--- src/rtl/sprite_tx.sv ---
// Serializes a 14-bit {command, data} word onto a clock/strobe/data sprite link,
// MSB first, followed by an idle gap before the next word is accepted.
module sprite_tx #(
    parameter int unsigned HALF_PERIOD = 4,
    parameter int unsigned GAP_CYCLES  = 8
) (
    input  logic       clk,
    input  logic       rst,
    input  logic       tx_valid,
    output logic       tx_ready,
    input  logic [3:0] tx_command,
    input  logic [9:0] tx_data,
    output logic       spr_clk,
    output logic       spr_cmd,
    output logic       spr_ser,
    output logic       tx_done
);

    localparam int unsigned WORD_W = 14;
    localparam int unsigned PH_W   = 8;
    localparam int unsigned BIT_W  = 4;

    localparam logic [PH_W-1:0]  PH_HALF = PH_W'(HALF_PERIOD - 1);
    localparam logic [PH_W-1:0]  PH_GAP  = PH_W'(GAP_CYCLES - 1);
    localparam logic [BIT_W-1:0] BIT_TOP = BIT_W'(WORD_W - 1);

    localparam logic [2:0] S_IDLE  = 3'd0;
    localparam logic [2:0] S_SETUP = 3'd1;
    localparam logic [2:0] S_HIGH  = 3'd2;
    localparam logic [2:0] S_LOW   = 3'd3;
    localparam logic [2:0] S_GAP   = 3'd4;

    logic [2:0]        state, state_n;
    logic [PH_W-1:0]   phase, phase_n;
    logic [BIT_W-1:0]  bit_cnt, bit_cnt_n;
    logic [WORD_W-1:0] word, word_n;
    logic              tx_ready_n, tx_done_n;
    logic              spr_clk_n, spr_cmd_n, spr_ser_n;
    logic              accept_c;

    assign accept_c = tx_valid & tx_ready;

    // Next state/counters, then outputs derived from the state being entered so they register cleanly.
    always_comb begin
        state_n   = state;
        phase_n   = phase;
        bit_cnt_n = bit_cnt;
        word_n    = word;

        case (state)
            S_IDLE: begin
                if (accept_c) begin
                    state_n   = S_SETUP;
                    word_n    = {tx_command, tx_data};
                    phase_n   = PH_HALF;
                    bit_cnt_n = BIT_TOP;
                end
            end
            S_SETUP: begin
                if (phase == '0) begin
                    state_n = S_HIGH;
                    phase_n = PH_HALF;
                end else begin
                    phase_n = phase - 1'b1;
                end
            end
            S_HIGH: begin
                if (phase != '0) begin
                    phase_n = phase - 1'b1;
                end else if (bit_cnt == '0) begin
                    state_n = S_GAP;
                    phase_n = PH_GAP;
                end else begin
                    state_n   = S_LOW;
                    phase_n   = PH_HALF;
                    bit_cnt_n = bit_cnt - 1'b1;
                end
            end
            S_LOW: begin
                if (phase == '0) begin
                    state_n = S_HIGH;
                    phase_n = PH_HALF;
                end else begin
                    phase_n = phase - 1'b1;
                end
            end
            S_GAP: begin
                if (phase == '0) begin
                    state_n = S_IDLE;
                end else begin
                    phase_n = phase - 1'b1;
                end
            end
            default: begin
                state_n = S_IDLE;
            end
        endcase

        spr_cmd_n  = (state_n == S_SETUP) || (state_n == S_HIGH) || (state_n == S_LOW);
        spr_clk_n  = (state_n == S_HIGH);
        spr_ser_n  = spr_cmd_n ? word_n[bit_cnt_n] : 1'b0;
        tx_ready_n = (state_n == S_IDLE);
        tx_done_n  = (state_n == S_GAP) && (phase_n == '0);
    end

    always_ff @(posedge clk) begin
        if (rst) begin
            state    <= S_IDLE;
            phase    <= '0;
            bit_cnt  <= '0;
            word     <= '0;
            tx_ready <= 1'b1;
            tx_done  <= 1'b0;
            spr_clk  <= 1'b0;
            spr_cmd  <= 1'b0;
            spr_ser  <= 1'b0;
        end else begin
            state    <= state_n;
            phase    <= phase_n;
            bit_cnt  <= bit_cnt_n;
            word     <= word_n;
            tx_ready <= tx_ready_n;
            tx_done  <= tx_done_n;
            spr_clk  <= spr_clk_n;
            spr_cmd  <= spr_cmd_n;
            spr_ser  <= spr_ser_n;
        end
    end

endmodule
--- config.mk ---
export PLATFORM = sky130hd
export DESIGN_NAME = sprite_tx
export DESIGN_NICKNAME = d
export VERILOG_FILES = /design/src/rtl/sprite_tx.sv
export SDC_FILE = /design/constraint.sdc
export NUM_CORES = 1
export LEC_CHECK = 0
export BUFFER_PORTS_ARGS = -buffer_cell sky130_fd_sc_hd__buf_2
export CORE_ASPECT_RATIO = 1.1
export CORE_MARGIN = 10
export CORE_UTILIZATION = 57
export DETAILED_ROUTE_END_ITERATION = 8
export GPL_TIMING_DRIVEN = 0
export PLACE_DENSITY = 0.89
export RECOVER_POWER = 50
export SETUP_SLACK_MARGIN = 0.3
export SYNTH_ARGS = -nofsm -noshare
export SYNTH_HDL_FRONTEND = slang
export SYNTH_SLANG_ARGS = --single-unit
--- constraint.sdc ---
create_clock -name clk -period 3.7 [get_ports clk]
set_input_delay 0.185 -clock clk [delete_from_list [all_inputs] [get_ports clk]]
set_output_delay 0.185 -clock clk [all_outputs]
set_load 0.005 [all_outputs]
==> impl_metrics.env, run 1 <==
export IMPL_dieHeight_um=79.09
export IMPL_num_antenna_cells=0
export IMPL_clock_latency_ns=0.33
export IMPL_combPwrFrac=0.577
export IMPL_antenna_found_initial=0
export IMPL_ir_worst_vdd_uv=580.3
export IMPL_ant_nets=0
export IMPL_start_util=0.5936
export IMPL_dr_total_vias=1719
export IMPL_grt_usage=0.1522
export IMPL_drtIter0Drc=125
export IMPL_critPathCaptureType="flip-flop"
export IMPL_timing_final_hold_violations=0
export IMPL_critPathKind="flip-flop to flip-flop"
export IMPL_intPower_mw=0.9770
export IMPL_final_cells=293
export IMPL_synth_edf_count=0
export IMPL_clock_skew_ns=0.006250
export IMPL_synth_ff_type="dfxtp_1"
export IMPL_port_buffers=21
export IMPL_report_final_slew_viol_count=0
export IMPL_layout_drive_gt1_share=0.1120
export IMPL_holdBufCountCts=0
export IMPL_cp_start_kind="flip-flop"
export IMPL_hold_slack_ns=0.06182
export IMPL_p_clk_frac=0.108
export IMPL_wire_per_inst_um=14.44
export IMPL_fin_nets=280
export IMPL_rsz0062_at_grt="no"
export IMPL_dp_cells=287
export IMPL_drc=0
export IMPL_dpl_hpwl_um=3160
export IMPL_reg2reg_slack_ns=0.59
export IMPL_switching_share=0.4764
export IMPL_max_freq_ghz=0.3212
export IMPL_max_stage_delay_ns=0.59
export IMPL_yosys_warnings=0
export IMPL_cts_tree="yes"
export IMPL_finalCriticalPeriod_ns=3.113
export IMPL_area_delta_synth_final_pct=10.37
export IMPL_cts_sinks=34
export IMPL_grt_pass1_wl_um=7307
export IMPL_power_switching_mw=0.8891
export IMPL_placed_area_mm2=0.001957
export IMPL_boundaryPins=22
export IMPL_grt_pass1_vias=1656
export IMPL_grt_remaining_overflow=0
export IMPL_final_cell_area_mm2=0.001997
export IMPL_min_from="rst"
export IMPL_htreeDepth=2
export IMPL_n_fill_cell=282
export IMPL_fp_coreArea_mm2=0.003048
export IMPL_seq_power_share=0.315
export IMPL_die_w_um=73.72
export IMPL_totalWireLength_um=4232
export IMPL_seq_area_um2=680.7
export IMPL_reg2reg_from="phase[0]"
export IMPL_ys_seq_area_frac=0.3762
export IMPL_crit_chain="inv_1 > ha_1 > or4b_1 > nor2_1 > nand3_1 > a2111oi_0 > a21oi_1 > nor4b_1 > a221oi_2"
export IMPL_critPathRequiredTime_ns=3.91
export IMPL_r2r_worst_path_cells=9
export IMPL_fin_crit_sh=0.8414
export IMPL_finalSetupViolations=0
export IMPL_busiest_layer="met2"
export IMPL_static_leakage_power_nw=0.7703
export IMPL_arrival_ns=3.33
export IMPL_async_reset_ff_frac=0
export IMPL_worst_hold_path_endpoint="spr_cmd"
export IMPL_r2r_end="spr_ser"
export IMPL_yosys_cell_types_count=42
export IMPL_fin_tns_setup_ns=0
export IMPL_gp_congestion=0.8365
export IMPL_status="finished, final reports clean"
export IMPL_slew_headroom=0.3879
export IMPL_synth_nets=252
export IMPL_path_clk_slew_ns=0.10
export IMPL_worst_pin_slew_ns=0.9112
export IMPL_clk_path_buf_depth=2
export IMPL_cts_resized=0
export IMPL_grtUsageMet1=0.1785
export IMPL_critPathMaxFanout=8
export IMPL_grtUsageMet2=0.2577
export IMPL_netlist_instances=232
export IMPL_cts_root_buf="clkbuf_4"
export IMPL_grt_max_degree=11
export IMPL_cp_slowest_cell="or4b_1"
export IMPL_post_cts_buffers=0
export IMPL_yosys_register_bits=34
export IMPL_cts_buffers=5
export IMPL_multi_input_comb_area_mm2=0.001042
export IMPL_dr_pass1_iters=4
export IMPL_vias_per_cell=5.867
export IMPL_syn_area_mm2=0.001809
export IMPL_row_count=21
export IMPL_hold_path_depth=2
export IMPL_cap_violations=0
export IMPL_syn_avg_cell_area_um2=7.798
export IMPL_hold_path_class="primary input to flip-flop"
export IMPL_fp_dieArea_mm2=0.005830
export IMPL_p_per_area_mw_per_mm2=934.5
export IMPL_grtUsageMet3=0.03483
[sequential cells by signal (all words and copies together), names as in the netlist]
| signal | count |
|---|---|
| bit_cnt | 4 |
| phase | 8 |
| spr_clk | 1 |
| spr_cmd | 1 |
| spr_ser | 1 |
| state | 3 |
| tx_done | 1 |
| tx_ready | 1 |
| word | 14 |
[stage by stage]
step	utilization	worst slack (ns)	power (mW)
after floorplan	-	1.166	1.429
final	0.6552	0.5870	1.866
after detailed placement	0.6420	0.7973	1.675
after global placement	0.6420	0.8452	1.641
after global routing	0.6552	0.2860	2.049
after CTS	0.6589	0.7444	1.878
[how the worst max path moves through the flow]
| stage | start | end | slack, ns | cells after the start |
|---|---|---|---|---|
| after floorplan | phase[0] | spr_ser | 1.17 | 9 |
| after global placement | bit_cnt[0] | spr_ser | 0.85 | 9 |
| after detailed placement | bit_cnt[0] | spr_ser | 0.80 | 9 |
| after CTS | bit_cnt[0] | spr_ser | 0.74 | 9 |
| after global routing | phase[0] | tx_done | 0.29 | 11 |
| final | phase[0] | spr_ser | 0.59 | 9 |
[layout make-up]
type,instances,area share
buffer,13,0.02506
clock buffer,6,0.02569
inverter,8,0.01504
multi-input combinational,177,0.5219
sequential,34,0.3409
tap,34,0.02130
timing repair buffer,21,0.05013
[critical path, delay by kind of cell, from the launching register on]
kind,cells,cell delay [ns]
AND/OR/NAND/NOR,4,1.58
AO/OA/AOI/OAI,3,0.69
flip-flops,1,0.37
adder cells (fa/ha/maj),1,0.24
buffers and inverters,1,0.11
[power by group through the flow]
stage               Sequential (mW)  Combinational, mW  Clock [mW]
global route                  0.603               1.23       0.217
detailed placement            0.593               1.08           0
finish                        0.588               1.08       0.202
floorplan                     0.569              0.860           0
CTS                           0.585               1.09       0.203
global placement              0.586               1.06           0
[cells in the mapped netlist (3+ instances only)]
master	count	area, um2
nor2b_1	3	18.77
ha_1	3	37.54
nor3_1	10	50.05
nor3b_1	3	22.52
a211oi_1	3	22.52
a21oi_1	23	115.1
nor2_1	20	75.07
dfxtp_1	34	680.7
o21ai_0	14	70.07
nand3_1	8	40.04
inv_1	8	30.03
mux2i_1	6	60.06
nand3b_1	3	22.52
clkbuf_1	11	41.29
a32oi_1	3	26.28
or3_1	6	37.54
nand2_1	40	150.1
a31oi_1	4	25.02
[cell usage in the layout (no fill, tap or decap), drive strengths merged, types with 2 or more instances in the layout]
master,n
nand4,2
a211oi,3
o21a,2
clkbuf,22
nor3b,3
nand3b,3
nand3,8
nor2,21
buf,18
a32oi,3
nand2,40
mux2i,6
inv,8
or3,6
nor4b,3
dfxtp,34
a21oi,23
nor2b,3
a31oi,4
mux4,2
ha,3
nor4,2
o21ai,14
nand4b,2
nor3,10
[cells by family (layout without fill, tap and decap cells)]
| family | after synthesis | count (layout) | synth area share |
|---|---|---|---|
| buffers and inverters | 21 | 48 | 0.04426 |
| AND/OR/NAND/NOR | 106 | 106 | 0.2946 |
| multiplexers | 9 | 9 | 0.06431 |
| adder cells (fa/ha/maj) | 3 | 3 | 0.02075 |
| AO/OA/AOI/OAI | 58 | 58 | 0.1950 |
| XOR/XNOR | 1 | 1 | 0.004842 |
| flip-flops | 34 | 34 | 0.3762 |
[per-layer routing]
layer | wire length, um | vias to the layer above
li1 | - | 891
met1 | 1849 | 786
met2 | 2151 | 36
met3 | 179 | 6
met4 | 51 | 0
met5 | 0 | -
No activity file was read; power rests on OpenSTA's default activity.
==> inputs of run 2 (changes only) <==
- ABC_AREA: not set -> 1
- clock period: 3.7 -> 3 ns (I/O delays scaled with it)
==> run 2 against run 1 <==
Die area is 3.8% higher. Setup slack improved by 0.032 ns. Critical path depth is 5 higher. Critical path type unchanged. Clock-buffer cell count rose by 1. Wire length shrank 3.3%. Highest routed layer unchanged.
==> impl_metrics.env, run 2 <==
export IMPL_status="finished, final reports clean"
export IMPL_cts_buffers=5
export IMPL_synth_ff_type="dfxtp_1"
export IMPL_static_leakage_power_nw=1.017
export IMPL_grt_pass1_wl_um=7038
export IMPL_busiest_layer="met2"
export IMPL_cts_tree="yes"
export IMPL_htreeDepth=2
export IMPL_intPower_mw=1.322
export IMPL_synth_edf_count=0
export IMPL_layout_drive_gt1_share=0.1650
export IMPL_fp_dieArea_mm2=0.006050
export IMPL_synth_top_area_share=0.3579
export IMPL_syn_area_mm2=0.001902
export IMPL_clock_skew_ns=0.009282
export IMPL_n_fill_cell=275
export IMPL_p_clk_frac=0.102
export IMPL_synth_nets=294
export IMPL_grtUsageMet3=0.04428
export IMPL_hold_path_class="primary input to flip-flop"
export IMPL_drc=0
export IMPL_dr_pass1_iters=5
export IMPL_grt_usage=0.1472
export IMPL_finalSetupViolations=0
export IMPL_power_switching_mw=1.341
export IMPL_fin_crit_sh=0.7938
export IMPL_total_power_mw=2.662
export IMPL_clock_latency_ns=0.35
export IMPL_finalWorstSetupSlack_ns=0.6186
export IMPL_row_count=21
export IMPL_layout_commonest_cell="inv_1"
export IMPL_antenna_found_initial=0
export IMPL_cp_start_kind="flip-flop"
export IMPL_grtUsageMet2=0.2292
export IMPL_max_stage_delay_ns=0.36
export IMPL_totalWireLength_um=4094
export IMPL_slew_headroom=0.6701
export IMPL_crit_chain="inv_1 > ha_2 > nand3_2 > nor2_4 > buf_6 > inv_1 > ha_1 > a21oi_1 > nor2_1 > a21oi_1 > nand3_1 > nor2_1 > nand4_1 > nor2_1"
export IMPL_die_w_um=75.08
export IMPL_pre_cts_ws_ns=0.6412
export IMPL_critPathCaptureType="flip-flop"
export IMPL_rsz0062_at_grt="no"
export IMPL_critPathKind="flip-flop to flip-flop"
export IMPL_synth_top_area_cell="dfxtp_1"
export IMPL_cts_root_buf="clkbuf_4"
export IMPL_path_clk_slew_ns=0.10
export IMPL_top_regs="word (14), phase (8), bit_cnt (4)"
export IMPL_dpl_hpwl_um=3155
export IMPL_port_buffers=21
export IMPL_seq_power_share=0.273
export IMPL_vias_per_cell=5.341
export IMPL_clk_path_buf_depth=2
export IMPL_synth_area_top_cells="dfxtp_1, nand2_1, inv_1"
export IMPL_boundaryPins=22
export IMPL_switching_share=0.5036
export IMPL_drtIter0Drc=154
export IMPL_grtUsageMet1=0.1805
export IMPL_yosys_cell_types_count=34
export IMPL_arrival_ns=2.67
export IMPL_fin_tns_setup_ns=0
export IMPL_cp_slowest_cell="dfxtp_1"
export IMPL_critPathRequiredTime_ns=3.28
export IMPL_netlist_instances=274
export IMPL_async_reset_ff_frac=0
export IMPL_dr_total_vias=1800
export IMPL_synth_common_cells="nand2_1, inv_1, nor2_1, dfxtp_1, o21ai_0"
export IMPL_yosys_warnings=0
export IMPL_wire_per_inst_um=12.15
export IMPL_critPathMaxFanout=10
export IMPL_area_delta_synth_final_pct=9.868
export IMPL_num_antenna_cells=0
export IMPL_largest_register="word"
export IMPL_worst_pin_slew_ns=0.4948
export IMPL_start_util=0.6082
export IMPL_cap_violations=0
export IMPL_combPwrFrac=0.626
export IMPL_grt_remaining_overflow=0
export IMPL_report_final_slew_viol_count=0
export IMPL_ys_seq_area_frac=0.3579
export IMPL_multi_input_comb_area_um2=977.2
export IMPL_ant_nets=0
export IMPL_cts_sinks=34
export IMPL_fp_coreArea_mm2=0.003127
export IMPL_layout_common_cells="inv_1, nand2_1, nor2_1"
export IMPL_yosysMostFrequentCell="nand2_1"
export IMPL_holdBufCountCts=0
export IMPL_grt_max_degree=11
export IMPL_fin_nets=322
export IMPL_final_cells=337
export IMPL_ir_worst_vdd_uv=623.4
export IMPL_finalCriticalPeriod_ns=2.381
export IMPL_dieHeight_um=80.58
export IMPL_gp_congestion=0.9165
export IMPL_max_freq_ghz=0.4199
export IMPL_largest_register_ffs=14
export IMPL_crit_top_cell="nor2_1"
export IMPL_seq_area_um2=680.7
export IMPL_syn_avg_cell_area_um2=6.941
export IMPL_timing_final_hold_violations=0
export IMPL_p_per_area_mw_per_mm2=1274
export IMPL_grt_pass1_vias=1645
export IMPL_hold_slack_ns=0.005168
export IMPL_yosys_register_bits=34
export IMPL_dp_cells=329
-- run 2: changes by cell type in the layout (fill, tap and decap cells not counted), moves of 7 or more --
cell      previous run  this run
a21oi_1             23         5
nor2_1              21        40
clkbuf_1            16         7
nand4_1              2        13
o21ai_0             14        21
inv_1                8        45
nand3_1              8        20
-- run 2: power groups by stage --
stage | combinational [mW] | sequential (mW) | clock, mW
2_1_floorplan | 1.35 | 0.712 | 0
3_3_place_gp | 1.61 | 0.730 | 0
3_5_place_dp | 1.66 | 0.734 | 0
4_1_cts | 1.68 | 0.724 | 0.274
5_1_grt | 1.90 | 0.744 | 0.298
6_report | 1.67 | 0.726 | 0.270
-- run 2: repair_timing --
action,CTS,global route
endpoints found under the setup margin,0,1
setup buffers,0,0
gates resized for setup,0,1
-- run 2: cell type report --
class / instances / share of cell area
inverters: 49 / 0.08802
clock inverters: 1 / 0.002395
multi-input cells: 184 / 0.4677
well taps: 34 / 0.02036
flip-flops and latches: 34 / 0.3257
plain buffers: 7 / 0.01976
repair buffers: 21 / 0.04970
clock buffers: 7 / 0.02635
-- run 2: per-stage QoR --
stage | util | cell area, um2
6_report | 0.6683 | 2090
3_3_place_gp | 0.6555 | 2049
3_5_place_dp | 0.6555 | 2049
5_1_grt | 0.6683 | 2090
2_1_floorplan | - | 1902
4_1_cts | 0.6747 | 2110
-- run 2: kinds of logic (layout without fill, tap and decap cells) --
| group | Yosys count | count (layout) | share of synthesized area |
|---|---|---|---|
| compound gates | 37 | 37 | 0.1112 |
| fa+ha+maj | 3 | 3 | 0.01974 |
| xor+xnor | 1 | 1 | 0.004606 |
| buf+inv | 56 | 85 | 0.1230 |
| simple gates | 143 | 143 | 0.3836 |
| flops | 34 | 34 | 0.3579 |
-- run 2: worst paths after layout --
| check | startpoint | end | slack (ns) | cells past startpoint |
|---|---|---|---|---|
| min reg2reg | word[11] | word[11] | 0.54 | 2 |
| max | phase[0] | tx_done | 0.62 | 14 |
| max reg2reg | phase[0] | tx_done | 0.62 | 14 |
| min | rst | state[2] | 0.005 | 2 |
-- run 2: critical path, delay by kind of cell, from the launching register on --
family | cells | cell delay (ns)
flip-flops | 1 | 0.36
adder cells (fa/ha/maj) | 2 | 0.50
buffers and inverters | 3 | 0.32
AO/OA/AOI/OAI | 2 | 0.32
AND/OR/NAND/NOR | 7 | 0.82
-- run 2: metal layers --
| layer | part of all wire | up-vias |
|---|---|---|
| met4 | 0.027 | 0 |
| met2 | 0.46 | 60 |
| met3 | 0.066 | 15 |
| met5 | 0 | - |
| met1 | 0.45 | 789 |
| li1 | - | 936 |
